<file path="config.mk">
export PLATFORM = sky130hd
export DESIGN_NAME = updown_counter_74ls191
export DESIGN_NICKNAME = d
export VERILOG_FILES = /design/src/rtl/updown_counter_74ls191_pkg.sv /design/src/rtl/updown_counter_74ls191_next_state.sv /design/src/rtl/updown_counter_74ls191.sv
export SDC_FILE = /design/constraint.sdc
export NUM_CORES = 1
export LEC_CHECK = 0
export CAP_MARGIN = 10
export CORE_AREA = 4 4 41 43
export CTS_CLUSTER_SIZE = 40
export DETAILED_ROUTE_END_ITERATION = 7
export DIE_AREA = 0 0 45 47
export PLACE_DENSITY = 0.63
export SLEW_MARGIN = 20
export SYNTH_ARGS = -nofsm -noshare
export SYNTH_HDL_FRONTEND = slang
export SYNTH_SLANG_ARGS = --single-unit
export TNS_END_PERCENT = 100
</file>
<file path="constraint.sdc">
create_clock -name CP -period 2.28 [get_ports CP]
set_clock_uncertainty 0.05 [all_clocks]
set_input_delay 0.456 -clock CP [delete_from_list [all_inputs] [get_ports CP]]
set_output_delay 0.456 -clock CP [all_outputs]
set_load 0.005 [all_outputs]
</file>
<file path="src/rtl/updown_counter_74ls191_pkg.sv">
// Shared constants and types for the 74LS191-style up/down counter.
// Both the counter top and its next-state logic import this package.
package updown_counter_74ls191_pkg;

  localparam int MOD_BIN = 16;
  localparam int MOD_BCD = 10;
  localparam int CNT_W   = 4;

  typedef logic [CNT_W-1:0] count_t;

  // D_U pin encoding
  localparam logic DIR_UP = 1'b0;
  localparam logic DIR_DN = 1'b1;

  typedef enum logic [1:0] {
    OP_HOLD  = 2'd0,
    OP_LOAD  = 2'd1,
    OP_COUNT = 2'd2
  } op_e;

  function automatic bit modulus_legal(input int m);
    return (m == MOD_BIN) || (m == MOD_BCD);
  endfunction

  // Highest legal count for a given modulus; the up-count terminal value.
  function automatic count_t top_value(input int m);
    return count_t'(m - 1);
  endfunction

endpackage

</file>
<file path="src/rtl/updown_counter_74ls191_next_state.sv">
// Combinational next-count and terminal-count logic for one counter digit.
// Out-of-range states wrap to 0 going up and decrement normally going down.
module updown_next_state
  import updown_counter_74ls191_pkg::*;
#(
  parameter int MODULUS = MOD_BIN
) (
  input  logic [CNT_W-1:0] q,
  input  logic             d_u,
  output logic [CNT_W-1:0] q_next,
  output logic             term
);

  localparam count_t TOP = top_value(MODULUS);

  always_comb begin
    q_next = q;
    term   = 1'b0;
    if (d_u == DIR_UP) begin
      term = (q == TOP);
      // >= rather than == so illegal BCD states recover in a single clock
      if (q >= TOP) begin
        q_next = '0;
      end else begin
        q_next = q + count_t'(1);
      end
    end else begin
      term = (q == '0);
      if (q == '0) begin
        q_next = TOP;
      end else begin
        q_next = q - count_t'(1);
      end
    end
  end

endmodule

</file>
<file path="src/rtl/updown_counter_74ls191.sv">
// 4-bit presettable up/down counter (74LS191 behaviour), binary or BCD modulus.
// RCO_n is gated by CP low so its rising edge can clock a cascaded stage.
module updown_counter_74ls191
  import updown_counter_74ls191_pkg::*;
#(
  parameter int MODULUS = MOD_BIN
) (
  input  logic CP,
  input  logic CR_n,
  input  logic LD_n,
  input  logic CTEN_n,
  input  logic D_U,
  input  logic D0,
  input  logic D1,
  input  logic D2,
  input  logic D3,
  output logic Q0,
  output logic Q1,
  output logic Q2,
  output logic Q3,
  output logic MAX_MIN,
  output logic RCO_n
);

  generate
    if (!modulus_legal(MODULUS)) begin : g_bad_modulus
      $error("updown_counter_74ls191: MODULUS must be 10 or 16, got %0d", MODULUS);
    end
  endgenerate

  count_t count_reg;
  count_t count_next;
  count_t load_value;
  count_t step_value;
  logic   term;
  op_e    op;

  assign load_value = {D3, D2, D1, D0};

  updown_next_state #(
    .MODULUS (MODULUS)
  ) u_next_state (
    .q      (count_reg),
    .d_u    (D_U),
    .q_next (step_value),
    .term   (term)
  );

  // Load outranks count enable; direction only matters when counting.
  always_comb begin
    op = OP_HOLD;
    if (!LD_n) begin
      op = OP_LOAD;
    end else if (!CTEN_n) begin
      op = OP_COUNT;
    end
  end

  always_comb begin
    count_next = count_reg;
    case (op)
      OP_LOAD:  count_next = load_value;
      OP_COUNT: count_next = step_value;
      default:  count_next = count_reg;
    endcase
  end

  always_ff @(posedge CP or negedge CR_n) begin
    if (!CR_n) begin
      count_reg <= '0;
    end else begin
      count_reg <= count_next;
    end
  end

  assign Q0 = count_reg[0];
  assign Q1 = count_reg[1];
  assign Q2 = count_reg[2];
  assign Q3 = count_reg[3];

  assign MAX_MIN = term;
  assign RCO_n   = ~(term & ~CTEN_n & ~CP);

endmodule
</file>
==> flow_summary.json <==
{
  "status": "finished, final reports clean",
  "num_vias": 354,
  "p_leak_nw": 0.2409,
  "crit_arrival_ns": 1.72,
  "portBuffers": 14,
  "grt_max_degree": 9,
  "layout-drive-gt1-share_pct": 22.95,
  "nets": 74,
  "die_area_um2": 2115,
  "path_clk_slew_ns": 0.04,
  "fin_tns_setup_ns": 0,
  "die_w_um": 45,
  "cp.required_ns": 1.77,
  "start_kind": "clock port",
  "die_y_um": 47,
  "peakVddDrop_mv": 0.3398,
  "io_pins": 15,
  "postCtsSetupBuffers": 0,
  "maxSlewViolCount": 0,
  "via_per_inst": 4.658,
  "mostFrequentLayoutCell": "clkdlybuf4s50_1",
  "p_total_uw": 384.6,
  "areaGrowthSynthToFinish_pct": 72.94,
  "grt_use_total_pct": 10.29,
  "synth_top_area_share_pct": 31.37,
  "avgSynthCellArea_um2": 8.396,
  "cp_max_fo": 2,
  "ant_nets": 0,
  "drt_iter0_markers": 2,
  "synth_cell_type_count": 19,
  "crit_top_cell": "clkbuf_4",
  "ys_seq_area_share_pct": 31.37,
  "synth_fa_ha_area_share_pct": 7.843,
  "cts_tree": "done",
  "core_area_um2": 1301,
  "multi_input_area_um2": 203.9,
  "grt_pass1_vias": 403,
  "max-cap-violations": 0,
  "endpoint_kind": "output port",
  "crit_path_top_delay_cell": "clkdlybuf4s15_1",
  "hp-class": "in2async",
  "r2r_end": "count_reg[3]",
  "relSlewSlack_pct": 79.80,
  "row_count": 13,
  "p_per_area_nw_per_um2": 697.0,
  "postCtsHoldBufs": 0,
  "drt_wl_total_um": 828,
  "finalSetupViolCount": 0,
  "yosys_warnings": 0,
  "reg2regPathDepth": 5,
  "antenna_found_initial": 0,
  "ff_latch_area_um2": 100.1,
  "clkLatencyLatePin_ns": 0.33,
  "grt.overflow.total": 0,
  "synth.mux.area_fraction_pct": 7.059,
  "holdWs_ns": 0.2769,
  "synth_compound_area_share_pct": 20.78,
  "r2r-start": "count_reg[0]",
  "grt_first_pass_wirelength_um": 1373,
  "fill_cells": 143,
  "wl_per_cell_um": 10.89,
  "worstSetupPathType": "clk2out",
  "hold_viol": 0,
  "grt_setup_unrepaired": "false",
  "synth_simple_gate_area_share_pct": 18.43,
  "synth_top_family_by_area": "compound AO/OA/AOI/OAI gates",
  "initial_core_util_pct": 24.52,
  "final_cell_mix": "12 x clkdlybuf4s50_1, 6 x clkbuf_4",
  "routabilityCongestion": 0.7126,
  "synth-xor-area-share_pct": 8.235,
  "synth_seq_cells": 4,
  "worst_slew_pin_slew_ns": 0.2992,
  "layout_setup_ws_ns": 0.05548,
  "ctsResizeCount": 4,
  "synth_top_area_cell": "dfrtp_1",
  "diodes": 0,
  "syn-num-nets": 49,
  "synthTopCellsByArea": "dfrtp_1 31%, xnor2_1 8.2%, ha_1 7.8%",
  "r2r_slack_ns": 0.68,
  "syn_area_um2": 319.1,
  "path_cells": "clkbuf_4 > clkbuf_4 > nor2_1 > nand2_1 > clkdlybuf4s15_1",
  "syn_inst": 38,
  "pre_cts_slack_ns": -0.1270,
  "cp_slowest_stage_delay_ns": 0.20,
  "largest_reg_flops": 4,
  "route.detailed.drc": 0,
  "drt-pass1-iter-count": 3
}
metal layers:
| metal | wire length (µm) | vias to the layer above | global-route usage, % |
|---|---|---|---|
| met3 | 44 | 0 | 6.513 |
| li1 | - | 180 | - |
| met2 | 467 | 9 | 16.38 |
| met4 | 0 | 0 | 14.62 |
| met1 | 316 | 165 | 6.865 |
| met5 | 0 | - | 0 |
Yosys cell counts:
cell type	n
mux2_2	2
nand2b_1	2
nand2_1	4
o31a_1	1
dfrtp_1	4
clkbuf_2	1
nor2_1	4
ha_1	2
a221o_1	1
or4b_1	1
o21ai_0	2
o311ai_0	1
inv_2	1
a21oi_1	3
xnor2_1	3
nand4_1	1
a31oi_1	1
inv_1	3
o31ai_1	1
worst max-delay path, delay by kind of cell:
kind                   cells  cell delay, ns
buffers and inverters      3            0.43
and+or+nand+nor            2            0.15
layout make-up:
class	count	share of cell area, %
clock buffer	7	9.977
inverter	4	2.721
multi-input combinational	29	36.96
sequential	4	18.14
tap	15	3.401
timing repair buffer	17	28.80
kinds of logic after synthesis:
group / count (synthesis)
xor gates and xnor gates: 3
buffers and inverters: 5
adders and majority gates: 2
and+or+nand+nor: 12
muxes: 2
DFF: 4
AOI/OAI and AO/OA: 10
through the flow:
stage	cell area [µm²]	utilization [%]	instances
3_5_place_dp	503.0	38.65	70
6_report	551.8	42.40	76
4_1_cts	551.8	42.40	76
5_1_grt	551.8	42.40	76
2_1_floorplan	319.1	-	38
3_3_place_gp	503.0	38.65	70
report_power, final:
group | total, mW | internal [mW] | switching, mW
clock | 0.165 | 0.120 | 0.0457
combinational | 0.125 | 0.0745 | 0.0504
sequential | 0.0942 | 0.0819 | 0.0124
total | 0.385 | 0.276 | 0.109
worst max path at each step:
stage	startpoint	endpoint	slack [ns]	cells after the start
after floorplan	CP	RCO_n	0.50	2
after global placement	D_U	MAX_MIN	-0.09	4
after detailed placement	D_U	MAX_MIN	-0.13	4
after CTS	CP	RCO_n	0.03	5
after global routing	CP	RCO_n	0.02	5
final	CP	RCO_n	0.06	5
No activity file was read; power rests on OpenSTA's default activity.
==> edit, RTL diff (same flow settings) <==
Register the input `D2` before use. The logic sees it one clock later. The other inputs are not delayed to match.
--- a/src/rtl/updown_counter_74ls191.sv
+++ b/src/rtl/updown_counter_74ls191.sv
@@ -24,2 +24,8 @@
 
+  logic D2_q;
+
+  always_ff @(posedge CP) begin
+    D2_q <= D2;
+  end
+
   generate
@@ -37,3 +43,3 @@
 
-  assign load_value = {D3, D2, D1, D0};
+  assign load_value = {D3, D2_q, D1, D0};
 
Formal check against the unedited RTL: not equivalent (Yosys sat finds a counterexample within 4 cycles, from zero or initial values).
==> edit against the unedited design <==
  * Design area is 5.7% higher
  * Worst setup slack gained 0.018 ns
  * Sequential power increased by 21%
  * Total power rose by 8.6%
  * Synthesized area grew 6.3%
  * Clock power is 7% higher
  * Routed wire length rose by 2.7%
  * Sequential cell count increased by 1
  * Synthesized cell count rose by 2.6%
  * Largest cell class unchanged
==> edit: results (changes against the unedited design) <==
Yosys
  • Distinct cells, synth: 20 (was 19)
  • Synth top area cells: dfrtp_1 30%, xnor2_1 7.7%, ha_1 7.4%, mux2_2 6.6%, dfxtp_1 5.9% (was dfrtp_1 31%, xnor2_1 8.2%, ha_1 7.8%, mux2_2 7.1%, a21oi_1 4.7%)
  • Mapped Cells: 39 (was 38)
  • Asr flop ratio synth: 80.0% (was 100%)
  • Syn_nets: 50 (was 49)
  • Sequential-to-total area share from yosys stat: 35.4% (was 31.4%)

Placement
  • Area post-placement: 531 µm² (was 503 µm²)
  • Placement Setup Slack: -0.132 ns (was -0.127 ns)
  • Final GP Congestion: 0.707 (was 0.713)
  • Placed Cells: 72 (was 70)

CTS
  • Reg clk slew, reported paths: 0.04 ns (about the same)
  • Clk_lat worst skew: 0.35 ns (was 0.33 ns)

Global routing
  • GRT Total Usage: 9.67% (was 10.3%)
  • Global-route wire length before repair: 1360 µm (was 1370 µm)
  • Vias in the first global route: 389 (was 403)
  • M1 GR Usage: 7.57% (was 6.86%)

Cells and area
  • FF/Latch Area: 120 µm² (was 100 µm²)
  • Final Net Count: 76 (was 74)
  • Fill cell count: 139 (was 143)
  • Layout cells sized above 1: 23.4% (was 23.0%)
  • Fin cells: 79 (was 76)

Critical path
  • Worst Setup EP: RCO_n (unchanged)
  • CP arrival: 1.70 ns (was 1.72 ns)

Power
  • Pleak: 0.000255 µW (was 0.000241 µW)
  • Net Switching: 115 µW (was 109 µW)
  • Max IR drop VDD: 0.428 mV (was 0.340 mV)

Detailed routing
  • DR vias: 372 (was 354)
  • First drt pass iteration count: 2 (was 3)
  • M1 WL: 334 µm (was 316 µm)
  • WL met2: 440 µm (was 467 µm)
  • Highest routed metal layer: met4 (was met3)
  • Final WL: 850 µm (was 828 µm)
  • Met3 WL post-DR: 67 µm (was 44 µm)
  • DRT iter0 DRCs: 1 (was 2)

Timing
  • Final worst setup slack: 0.0730 ns (was 0.0555 ns)
  • Slew of the pin with the lowest slew margin: 0.298 ns (was 0.299 ns)
  • Min Hold Slack: 0.267 ns (was 0.277 ns)

Hold path
  • Worst min path class: in -> async (unchanged)

Outcome
  • Outcome: finished clean (unchanged)
[edit: changes by cell type after synthesis]
cell | unedited run | this run
dfxtp_1 | 0 | 1
[edit: critical path, cell delays in order]
cell             delay, ns
clkbuf_4              0.11
clkbuf_4              0.12
nor2_1                0.07
nand2_1               0.06
clkdlybuf4s15_1       0.20
[edit: logic make-up after synthesis]
logic type	after synthesis	synth area share (%)
and+or+nand+nor	12	17.3
AOI/OAI and AO/OA	10	19.6
buffers and inverters	5	5.90
DFF	5	35.4
xor gates and xnor gates	3	7.75
muxes	2	6.64
adders and majority gates	2	7.38
[edit: area by class of cell]
type                            instances  area share [%]
Multi-Input combinational cell         29            35.0
Inverter                                4            2.58
Timing Repair Buffer                   18            28.5
Sequential cell                         5            20.6
Tap cell                               15            3.22
Clock buffer                            8            10.1
[edit: power groups by stage]
stage	Clock, µW	Sequential, µW	Combinational [µW]
floorplan	4.40	119	56.2
global placement	6.08	114	126
detailed placement	6.08	114	127
CTS	187	114	128
global route	196	116	141
finish	177	114	127
